**config.mk**
```make
export PLATFORM = sky130hd
export DESIGN_NAME = heart_beat_multi
export DESIGN_NICKNAME = d
export VERILOG_FILES = /design/src/rtl/heart_beat_pkg.sv /design/src/rtl/heart_beat_channel.sv /design/src/rtl/heart_beat_multi.sv
export SDC_FILE = /design/constraint.sdc
export NUM_CORES = 1
export LEC_CHECK = 0
export ABC_AREA = 1
export CORE_ASPECT_RATIO = 0.6
export CORE_MARGIN = 2
export CORE_UTILIZATION = 40
export DETAILED_ROUTE_END_ITERATION = 16
export GPL_TIMING_DRIVEN = 1
export PLACE_DENSITY = 0.55
export RECOVER_POWER = 25
export SLEW_MARGIN = 20
export SYNTH_ARGS = -nofsm -noshare
export SYNTH_HDL_FRONTEND = slang
export SYNTH_SLANG_ARGS = --single-unit
export TNS_END_PERCENT = 30
```
**constraint.sdc**
```tcl
create_clock -name i_clk -period 3.5 [get_ports i_clk]
set_input_delay 1.05 -clock i_clk [delete_from_list [all_inputs] [get_ports i_clk]]
set_output_delay 1.05 -clock i_clk [all_outputs]
set_load 0.02 [all_outputs]
```
**src/rtl/heart_beat_pkg.sv**
```systemverilog
// Shared mode/state types, timing constants and divider helper for the
// multi-channel heartbeat LED block.
package heart_beat_pkg;

  typedef enum logic [2:0] {
    MODE_OFF        = 3'd0,
    MODE_ON         = 3'd1,
    MODE_BLINK_SLOW = 3'd2,
    MODE_BLINK_FAST = 3'd3,
    MODE_CODE       = 3'd4
  } mode_e;

  typedef enum logic [2:0] {
    ST_IDLE      = 3'd0,
    ST_LOAD      = 3'd1,
    ST_FLASH_ON  = 3'd2,
    ST_FLASH_OFF = 3'd3,
    ST_GAP       = 3'd4
  } code_state_e;

  localparam int PH_W = 4;
  localparam logic [PH_W-1:0] SLOW_HALF   = 4'd8;
  localparam logic [PH_W-1:0] FAST_HALF   = 4'd2;
  localparam logic [PH_W-1:0] FLASH_TICKS = 4'd2;
  localparam logic [PH_W-1:0] GAP_TICKS   = 4'd8;

  function automatic int calc_div(input bit is_debug, input int debug_div,
                                  input int clk_hz, input int tick_hz);
    if (is_debug) begin
      return debug_div;
    end else begin
      return clk_hz / tick_hz;
    end
  endfunction

endpackage

```
**src/rtl/heart_beat_channel.sv**
```systemverilog
// One LED channel: latches its mode, counts shared ticks for blink phases
// and runs the blink-code sequencer.
module heart_beat_channel
  import heart_beat_pkg::*;
#(
  parameter int CODE_W = 4
) (
  input  logic              i_clk,
  input  logic              i_s_rst,
  input  logic              i_tick,
  input  logic [2:0]        i_mode,
  input  logic [CODE_W-1:0] i_code,
  output logic              o_led,
  output logic              o_seq_done
);

  logic [2:0]        mode_q, mode_d;
  code_state_e       state_q, state_d;
  logic [PH_W-1:0]   phase_q, phase_d;
  logic [CODE_W-1:0] cnt_q, cnt_d;
  logic              led_q, led_d;
  logic              done_q, done_d;
  logic [PH_W-1:0]   half_s, phase_next_s;
  logic              expire_s;

  // Length of the current phase in ticks and whether this tick ends it.
  always_comb begin
    case (mode_q)
      MODE_BLINK_SLOW: half_s = SLOW_HALF;
      MODE_BLINK_FAST: half_s = FAST_HALF;
      default:         half_s = (state_q == ST_GAP) ? GAP_TICKS : FLASH_TICKS;
    endcase
    expire_s = i_tick && (phase_q == (half_s - PH_W'(1)));
    if (expire_s) begin
      phase_next_s = PH_W'(0);
    end else if (i_tick) begin
      phase_next_s = phase_q + PH_W'(1);
    end else begin
      phase_next_s = phase_q;
    end
  end

  // Next-state logic: a mode change always wins over a coincident tick.
  always_comb begin
    mode_d  = mode_q;
    state_d = state_q;
    phase_d = phase_q;
    cnt_d   = cnt_q;
    led_d   = led_q;
    done_d  = 1'b0;
    if (i_mode != mode_q) begin
      mode_d  = i_mode;
      phase_d = PH_W'(0);
      cnt_d   = i_code;
      case (i_mode)
        MODE_ON, MODE_BLINK_SLOW, MODE_BLINK_FAST: begin
          led_d   = 1'b1;
          state_d = ST_IDLE;
        end
        MODE_CODE: begin
          led_d   = 1'b1;
          state_d = ST_LOAD;
        end
        default: begin
          led_d   = 1'b0;
          state_d = ST_IDLE;
        end
      endcase
    end else begin
      case (mode_q)
        MODE_ON: led_d = 1'b1;
        MODE_BLINK_SLOW, MODE_BLINK_FAST: begin
          phase_d = phase_next_s;
          led_d   = expire_s ? ~led_q : led_q;
        end
        MODE_CODE: begin
          phase_d = phase_next_s;
          case (state_q)
            ST_LOAD: begin
              // A tick landing on the load cycle still counts toward the first phase.
              phase_d = i_tick ? PH_W'(1) : PH_W'(0);
              if (cnt_q != '0) begin
                state_d = ST_FLASH_ON;
                led_d   = 1'b1;
              end else begin
                state_d = ST_GAP;
                led_d   = 1'b0;
              end
            end
            ST_FLASH_ON: begin
              if (expire_s) begin
                state_d = ST_FLASH_OFF;
                led_d   = 1'b0;
                cnt_d   = cnt_q - CODE_W'(1);
              end else begin
                state_d = ST_FLASH_ON;
              end
            end
            ST_FLASH_OFF: begin
              if (expire_s && (cnt_q != '0)) begin
                state_d = ST_FLASH_ON;
                led_d   = 1'b1;
              end else if (expire_s) begin
                state_d = ST_GAP;
                led_d   = 1'b0;
              end else begin
                state_d = ST_FLASH_OFF;
              end
            end
            ST_GAP: begin
              // The next code is captured here so the LED is already correct during LOAD.
              if (expire_s) begin
                state_d = ST_LOAD;
                cnt_d   = i_code;
                led_d   = (i_code != '0);
                done_d  = 1'b1;
              end else begin
                state_d = ST_GAP;
              end
            end
            default: begin
              state_d = ST_LOAD;
              phase_d = PH_W'(0);
              led_d   = 1'b0;
            end
          endcase
        end
        default: led_d = 1'b0;
      endcase
    end
  end

  // Channel state registers.
  always_ff @(posedge i_clk) begin
    if (i_s_rst) begin
      mode_q  <= MODE_OFF;
      state_q <= ST_IDLE;
      phase_q <= PH_W'(0);
      cnt_q   <= '0;
      led_q   <= 1'b0;
      done_q  <= 1'b0;
    end else begin
      mode_q  <= mode_d;
      state_q <= state_d;
      phase_q <= phase_d;
      cnt_q   <= cnt_d;
      led_q   <= led_d;
      done_q  <= done_d;
    end
  end

  assign o_led      = led_q;
  assign o_seq_done = done_q;

endmodule

```
**src/rtl/heart_beat_multi.sv**
```systemverilog
// Multi-channel heartbeat: one shared prescaler tick feeding N independent
// LED channels (off / on / slow blink / fast blink / blink-code).
module heart_beat_multi
  import heart_beat_pkg::*;
#(
  parameter int    CHANNELS    = 4,
  parameter int    CLK_FREQ_HZ = 125000000,
  parameter int    TICK_HZ     = 8,
  parameter string IS_DEBUG    = "false",
  parameter int    DEBUG_DIV   = 4,
  parameter int    CODE_W      = 4
) (
  input  logic                       i_clk,
  input  logic                       i_s_rst,
  input  logic [3*CHANNELS-1:0]      i_mode,
  input  logic [CODE_W*CHANNELS-1:0] i_code,
  output logic [CHANNELS-1:0]        o_led,
  output logic                       o_tick,
  output logic [CHANNELS-1:0]        o_seq_done
);

  localparam int DIV = calc_div(IS_DEBUG == "true", DEBUG_DIV, CLK_FREQ_HZ, TICK_HZ);
  localparam int CW  = $clog2(DIV);
  localparam logic [CW-1:0] PRE_MAX = CW'(DIV - 1);

  logic [CW-1:0] pre_q, pre_d;
  logic          tick_q, tick_d;

  // Prescaler wrap produces the registered tick.
  always_comb begin
    if (pre_q == PRE_MAX) begin
      pre_d  = '0;
      tick_d = 1'b1;
    end else begin
      pre_d  = pre_q + CW'(1);
      tick_d = 1'b0;
    end
  end

  // Prescaler registers.
  always_ff @(posedge i_clk) begin
    if (i_s_rst) begin
      pre_q  <= '0;
      tick_q <= 1'b0;
    end else begin
      pre_q  <= pre_d;
      tick_q <= tick_d;
    end
  end

  assign o_tick = tick_q;

  for (genvar k = 0; k < CHANNELS; k++) begin : g_ch
    heart_beat_channel #(.CODE_W(CODE_W)) u_ch (
      .i_clk      (i_clk),
      .i_s_rst    (i_s_rst),
      .i_tick     (tick_q),
      .i_mode     (i_mode[3*k +: 3]),
      .i_code     (i_code[CODE_W*k +: CODE_W]),
      .o_led      (o_led[k]),
      .o_seq_done (o_seq_done[k])
    );
  end

endmodule

```
## Yosys cells after proc, flatten, opt, wreduce, memory -nomap -nowiden

Index checks and enable logic that the tools add are counted.

| word-level totals | value |
|---|---|
| word-level logic and storage cells | 303 |
| flip-flop bits (word level) | 89 |
| RAM bits | 0 |
| memories | 0 |
| bits in read-only memories | 0 |
| input bits | 30 |
| latch bits | 0 |
| output and inout port bits | 9 |

| operators by class | value |
|---|---|
| div/mod/pow operators | 0 |
| multiply operators | 0 |
| muxes and demuxes | 122 |
| reductions and logical operators | 57 |
| shift operators | 0 |
| $lt $le $gt $ge | 0 |
| bitwise logic cells | 12 |
| $add $sub $neg | 13 |
| eq/ne operators | 73 |

Operator list:

| operator | count |
|---|---|
| one-hot mux 4 bit (2 select lines) | 16 |
| 2-to-1 mux 4 bit | 28 |
| == test 3 x 2 -> 1 bit (second input constant) | 24 |
| 2-to-1 mux 3 bit | 24 |
| one-hot mux 3 bit (4 select lines) | 4 |
| 2-to-1 mux 1 bit | 42 |
| == test 3 x 1 -> 1 bit (second input constant) | 12 |
| == test 3 bit (second input constant) | 12 |
| nonzero test 4 bit | 8 |
| OR reduction 4 bit | 8 |
| subtractor 4 x 1 -> 4 bit (second input constant) | 8 |
| adder 24 x 1 -> 24 bit (second input constant) | 1 |
| == test 24 bit (second input constant) | 1 |
| inequality test 3 x 1 -> 1 bit (second input constant) | 8 |
| OR reduction 2 bit | 9 |
| adder 4 x 1 -> 4 bit (second input constant) | 4 |
| == test 4 bit | 4 |
| inequality test 4 x 3 -> 1 bit (second input constant) | 4 |
| one-hot mux 1 bit (4 select lines) | 4 |
| AND reduction 4 bit | 4 |
| nonzero test 2 bit | 8 |
| inequality test 3 x 2 -> 1 bit (second input constant) | 4 |
| inequality test 3 bit | 4 |
| NOT 1 bit | 12 |
| other kinds (5) | 24 |

## Longest topological paths before layout

Gate-level depths: netlist (run 1).

| logic depth | value |
|---|---|
| depth after elaboration | 11 |
| gate-level depth with buffers | 15 |
| mapped depth without buffers | 14 |

## Cells and area by module

A second synthesis (run 1) with hierarchy kept.

| unflattened totals | value |
|---|---|
| cells, all modules | 857 |
| area total of the unflattened synthesis | 5601.6 um2 |

By module, submodules not included:

| module | instances | seq. area each (um2) | cells each | area an instance (um2) |
|---|---|---|---|---|
| heart_beat_channel (g_ch[0].u_ch ...) | 3 | 320.3 | 167 | 1058.5 |
| heart_beat_multi | 1 | 500.5 | 190 | 1368.8 |
| heart_beat_channel (g_ch[2].u_ch) | 1 | 320.3 | 166 | 1057.3 |

## Worst setup path before layout (run 1)

No wires, ideal clock.

| timing path | value |
|---|---|
| path kind | input -> register |
| start | input i_mode[6] |
| end | register g_ch[2].u_ch.cnt_q[0] |
| stages on the path | 6 |
| path buffers | 0 |
| setup slack | 1.301 ns |
| data arrival time | 2.067 ns |
| required time | 3.368 ns |
| library setup time | 0.132 ns |
| cell sequence | xnor2_1 nand3_1 nor2_1 mux2_2 nand2_1 a21oi_1 |

| between the ends | value |
|---|---|
| word-level cells in the longest chain between the ends | 3 |
| elaborated cells between the ends (all ways) | 7 |
| those cells by class | eq/ne: 3; mux: 1; reduce/logical: 3 |

Ends and longest elaborated chain:

| what | line | RTL |
|---|---|---|
| from (decl) | heart_beat_multi.sv:15 | `input logic [3*CHANNELS-1:0] i_mode,` |
| inequality test 3 bit (*) | heart_beat_channel.sv:51 | `if (i_mode != mode_q) begin` |
| inequality test 3 x 2 -> 1 bit (no source line) (tied with other cells) | -- |  |
| AND reduction 4 bit (no source line) | -- |  |
| to (signal assigned) | heart_beat_channel.sv:146 | `cnt_q <= cnt_d;` |
| to (decl) | heart_beat_channel.sv:20 | `logic [CODE_W-1:0] cnt_q, cnt_d;` |

Mark *: on every way between the ends. The rest lies on a longest branch, timed or not.
A chain may end at the register's enable or synchronous reset.

## Worst setup path in the final report (run 1)

| timing path | value |
|---|---|
| start | input i_mode[9] |
| end | register g_ch[3].u_ch.cnt_q[0] |

| between the ends | value |
|---|---|
| word-level cells in the longest chain between the ends | 3 |
| elaborated cells between the ends (all ways) | 7 |
| those cells by class | eq/ne: 3; mux: 1; reduce/logical: 3 |

Ends and longest elaborated chain:

| what | line |
|---|---|
| inequality test 3 bit (*) | heart_beat_channel.sv:51 |
| inequality test 3 x 2 -> 1 bit (no source line) (tied with other cells) | -- |
| AND reduction 4 bit (no source line) | -- |
| to (signal assigned) | heart_beat_channel.sv:146 |
| to (decl) | heart_beat_channel.sv:20 |

Marks and branches as above.

==> results of run 1 <==
-- final cells by class --
class / count / share of cell area (%)
Multi-Input combinational cell: 620 / 49.15
Timing Repair Buffer: 41 / 6.396
Clock buffer: 12 / 4.231
Tap cell: 170 / 3.377
Inverter: 124 / 7.390
Sequential cell: 89 / 28.29
Clock inverter: 4 / 1.172
-- metal layers --
metal	up-vias	share of wire [%]
met5	-	0
met4	0	1.0
met3	9	6.6
met2	144	37
met1	2410	55
li1	2830	-
-- registers in the layout, summed over array words and instances (netlist names) --
register              cells
g_ch.u_ch.phase_q        16
g_ch.u_ch.state_q        12
g_ch.u_ch.mode_q         12
g_ch.u_ch.o_led           4
o_tick                    1
g_ch.u_ch.o_seq_done      4
g_ch.u_ch.cnt_q          16
pre_q                    24
-- power breakdown --
group          internal [mW]  switching (mW)
clock network          0.685           0.405
logic                  0.138           0.205
registers               1.05          0.0312
total                   1.87           0.641
-- path summary, 6_finish.rpt --
kind / startpoint / endpoint / cells past startpoint
min: g_ch[2].u_ch.cnt_q[0]$_SDFFE_PP0P_ / g_ch[2].u_ch.cnt_q[0]$_SDFFE_PP0P_ / 2
min reg2reg: g_ch[2].u_ch.cnt_q[0]$_SDFFE_PP0P_ / g_ch[2].u_ch.cnt_q[0]$_SDFFE_PP0P_ / 2
max: i_mode[9] / g_ch[3].u_ch.cnt_q[0]$_SDFFE_PP0P_ / 9
max reg2reg: pre_q[0]$_SDFF_PP0_ / pre_q[9]$_SDFF_PP0_ / 7
-- critical path, stage by stage --
cell and delay, ps:
dlygate4sd3_1 590, xnor2_1 160, nand3_1 220, nor2_1 280
inv_1 140, nand2_1 70, o21ai_0 80, o21ai_0 180
a21oi_1 60
-- per-stage QoR --
| stage | setup slack, ps | utilization (%) |
|---|---|---|
| 2_1_floorplan | 1301 | - |
| 3_3_place_gp | 646.0 | 45.51 |
| 3_5_place_dp | 586.5 | 45.51 |
| 4_1_cts | 940.7 | 48.11 |
| 5_1_grt | 714.3 | 48.11 |
| 6_report | 895.9 | 48.11 |
-- cell usage after synthesis, drive strengths merged (8+ instances only) --
cell    number  area (um^2)
nand2      213        817.0
inv        123        461.7
nor2       105        411.6
dfxtp       89         1782
a21oi       67        335.3
o21ai       50        254.0
nand3       46        245.2
nor3        31        171.4
xnor2       18        157.7
nor4        14        87.58
buf         12        88.83
nand4       12        81.33
or2         10        62.56
xor2        10        87.58
ha           9        112.6
o211ai       8        60.06
-- logic make-up after synthesis --
family	Yosys count
simple gates	442
xor+xnor	28
mux	2
flops	89
compound gates	139
buf+inv	142
fa+ha+maj	9
==> results.cfg, run 1 <==
[synthesis]
synth-edff-count = 0
async_flop_share_pct = 0
syn-num-nets = 890
synth_area_um2 = 5454
seq_area_frac_synth_pct = 32.67
ys_warn_count = 0
postSynthAreaPerCell_um2 = 6.409
synth-compound-area-share_pct = 13.90
synth-simple-area-share_pct = 35.88
synth_fa_ha_area_share_pct = 2.065
synthCells = 851
yosys_register_bits = 89
ys.flop_type = dfxtp_1
yosys.area_share.xor_xnor_pct = 4.496
muxShareOfSynthArea_pct = 0.4129
synthDistinctLibCells = 47
synth_top_family_by_area = simple AND/OR/NAND/NOR gates

[cts]
cts.sinks = 89
cts_setup_buffers = 0
cts_tree = done
cts_buffers = 9
cts_root_buf = clkbuf_16
ctsResizeCount = 0
htree_levels = 3
hold_buffers = 0
insertion_delay_ps = 340
clk_pin_slew_ps = 60
cts_buffer_depth = 2

[floorplanning]
start_util_pct = 41.66
core_area_um2 = 13090
die_w_um = 154.7
dieArea_um2 = 14620
row_count = 32
die_h_um = 94.45
ioPinCount = 39

[placement]
placedCellCount = 1044
post_dp_cell_area_um2 = 5958
io_buffers = 38
finalWeightedCongestion = 0.9340
dpl.hpwl_um = 10410

[worst_setup_path]
crit_type = in2reg
crit_path_end_kind = flip-flop
crit_fanout = 7
ff2ff_setup_slack_ps = 1370
arrival_ps = 2830
worstSetupStartpointType = input pin
required_ps = 3730

[route]
dr.first_iter.drc_count = 382
avgRoutedWirePerCell_um = 12.73
firstDrtPassIters = 5
drc = 0
vias = 5393
drt_wl_total_um = 13490
ant_nets = 0
via_per_inst = 5.088

[global_routing]
grt_busiest_layer = met1
use_met3_pct = 4.497
met1_usage_pct = 29.71
grt_pass1_wl_um = 22780
grt_pass1_vias = 4809
met2_usage_pct = 26.53
gr-total-overflow = 0
grt_max_degree = 34
grt_usage_pct = 19.31
antenna_found_initial = 0

[final_layout]
final_common_cell = nand2_1
fill_cells = 1306
instances_no_fill = 1060
most-common-layout-cells = nand2_1, inv_1, nor2_1
layout-drive-gt1-share_pct = 5.056
area_delta_synth_final_pct = 15.49
postLayoutCellArea_um2 = 6299
nets = 924
seq_area_um2 = 1782
n_antenna_cell = 0
multiInputGateArea_um2 = 3095

[timing]
fmaxAchievable_mhz = 384.0
setup_tns_ps = 0
min_period_over_period_pct = 74.40
drv_slew = 0
period_minus_slack_ps = 2604
hold_violations = 0
worstMarginPinSlew_ps = 848.8
fin_skew_ps = 10.96
rsz0062_at_grt = no
setup_viol = 0
whs_ps = 468.1
relSlewSlack_pct = 43.28

[worst_hold_path]
hold_class = reg2reg

[outcome]
status = finished clean

[power_and_ir_drop]
ir_worst_vdd_v = 0.0002393
leakage_nw = 2.571
powerDensity_nw_per_um2 = 399.4
p_total_mw = 2.516

[job]
cap_violations = 0
No activity file was read; power rests on OpenSTA's default activity.
==> run 2: changes to the inputs <==
Settings changed: PLACE_DENSITY 0.55 to 0.57.
Clock period 3.5 ns to 2.15 ns, I/O delays scaled along.
==> run 2 against run 1 <==
Against the previous run:
- sequential power is 63% higher
- combinational power rose by 79%
- global-route usage is 0.36 points higher
- first-iteration DRC count is 19% higher
- count of clock-buffer cells in the layout fell by 1
- critical path type unchanged
- highest routed layer unchanged
==> results.cfg, run 2 (synthesis results as in run 1) <==
[floorplanning]
ioPinCount = 39
row_count = 32
start_util_pct = 41.66
die_h_um = 94.45
die_w_um = 154.7
core_area_um2 = 13090
dieArea_um2 = 14620

[cts]
cts_buffers = 9
hold_buffers = 0
cts.sinks = 89
cts_root_buf = clkbuf_16
cts_tree = done
ctsResizeCount = 0
htree_levels = 3
insertion_delay_ps = 340
clk_pin_slew_ps = 60
cts_buffer_depth = 2
cts_setup_buffers = 0

[timing]
hold_violations = 0
period_minus_slack_ps = 2034
drv_slew = 0
fin_skew_ps = 4.384
setup_ws_ps = 115.7
setup_viol = 0
rsz0062_at_grt = no
fmaxAchievable_mhz = 491.6
setup_tns_ps = 0
worstMarginPinSlew_ps = 873.4
relSlewSlack_pct = 41.77
min_period_over_period_pct = 94.62

[placement]
dp_slack_ps = -291.3
dpl.hpwl_um = 10920
post_dp_cell_area_um2 = 6264
finalWeightedCongestion = 0.8817
io_buffers = 38

[route]
drt_wl_total_um = 13970
drc = 0
via_per_inst = 5.018
avgRoutedWirePerCell_um = 12.74
firstDrtPassIters = 7
dr.first_iter.drc_count = 456
vias = 5505
ant_nets = 0

[worst_setup_path]
crit_fanout = 17
arrival_ps = 2250
max_stage_delay_ps = 660
crit_type = in2reg
crit_path_end_kind = flip-flop
worstSetupStartpointType = input pin
critPathSlowestCell = clkbuf_1
required_ps = 2370
crit_path_cell_trace = clkdlybuf4s50_1, clkbuf_1, buf_4, nor2_1
path_buf_inv = 3
critical-path-top-delay-family = buffers and inverters

[final_layout]
layout-drive-gt1-share_pct = 8.630
area_delta_synth_final_pct = 20.33
nets = 963
reg.largest.list = pre_q (24), g_ch.u_ch.cnt_q (16), g_ch.u_ch.phase_q (16)
top_register = pre_q
largest_register_ffs = 24
most-common-layout-cells = nand2_1, inv_1, nor2_1
final_common_cell = nand2_1
n_antenna_cell = 0
postLayoutCellArea_um2 = 6563

[outcome]
status = finished clean

[global_routing]
grt_max_degree = 25
grt_pass1_wl_um = 23650
grt_pass1_vias = 5105
antenna_found_initial = 0
grt_usage_pct = 19.67
gr-total-overflow = 0

[worst_hold_path]
hold_class = reg2reg

[power_and_ir_drop]
powerDensity_nw_per_um2 = 613.8
ir_worst_vdd_v = 0.0003142
leakage_nw = 2.730

[job]
cap_violations = 0
[run 2: changes by cell type in the layout (fill, tap and decap cells not counted), sizes merged]
cell and delta:
buf +37, clkbuf +1, clkdlybuf4s50 +3, clkinv -2
clkinvlp +1, dlygate4sd3 -3
[run 2: stage by stage]
step	power, mW	instances	hold WS, ps	utilization, %
4_1_cts	4.083	1097	476.8	50.13
6_report	4.028	1097	473.6	50.12
3_3_place_gp	2.395	1083	453.8	47.84
3_5_place_dp	2.409	1083	466.6	47.84
2_1_floorplan	2.180	851	440.3	-
5_1_grt	4.219	1097	503.0	50.12
[run 2: layout make-up]
type / count / area (um^2)
well taps: 170 / 212.7
repair buffers: 80 / 700.7
inverters: 124 / 465.4
clock buffers: 11 / 232.7
multi-input cells: 620 / 3102
fillers: 1285 / 6530
flip-flops and latches: 89 / 1782
clock inverters: 3 / 67.56
[run 2: power breakdown]
group | internal (mW) | total [mW] | switching [mW] | leakage, nW
clock | 1.01 | 1.65 | 0.646 | 0.142
sequential | 1.71 | 1.76 | 0.0498 | 0.726
combinational | 0.271 | 0.613 | 0.343 | 1.86
total | 2.99 | 4.03 | 1.04 | 2.73
[run 2: worst paths after layout]
kind,from,endpoint,slack (ps),cells after the start
max,i_s_rst,g_ch[3].u_ch.mode_q[0]$_SDFFE_PP0P_,120,4
min,pre_q[0]$_SDFF_PP0_,pre_q[0]$_SDFF_PP0_,470,1
max reg2reg,g_ch[0].u_ch.mode_q[1]$_SDFFE_PP0P_,g_ch[0].u_ch.o_led$_SDFFE_PP0P_,240,13
min reg2reg,pre_q[0]$_SDFF_PP0_,pre_q[0]$_SDFF_PP0_,470,1
[run 2: layer usage]
layer | GRT usage (%) | wire length, um
met3 | 3.442 | 653
met4 | 3.935 | 65
met1 | 29.16 | 7633
met2 | 29.91 | 5620
met5 | 0 | 0
[run 2: worst register-to-register path: stages, from the launching register on]
cell and delay, ps:
dfxtp_1 360, inv_1 60, nor2_1 210, inv_1 70
nand2_1 90, nand2_1 60, nand2_1 50, nand2_1 110
nand2_1 330, nand2_1 150, o21ai_1 180, nand2_1 70
nand2_1 60, a21oi_1 30
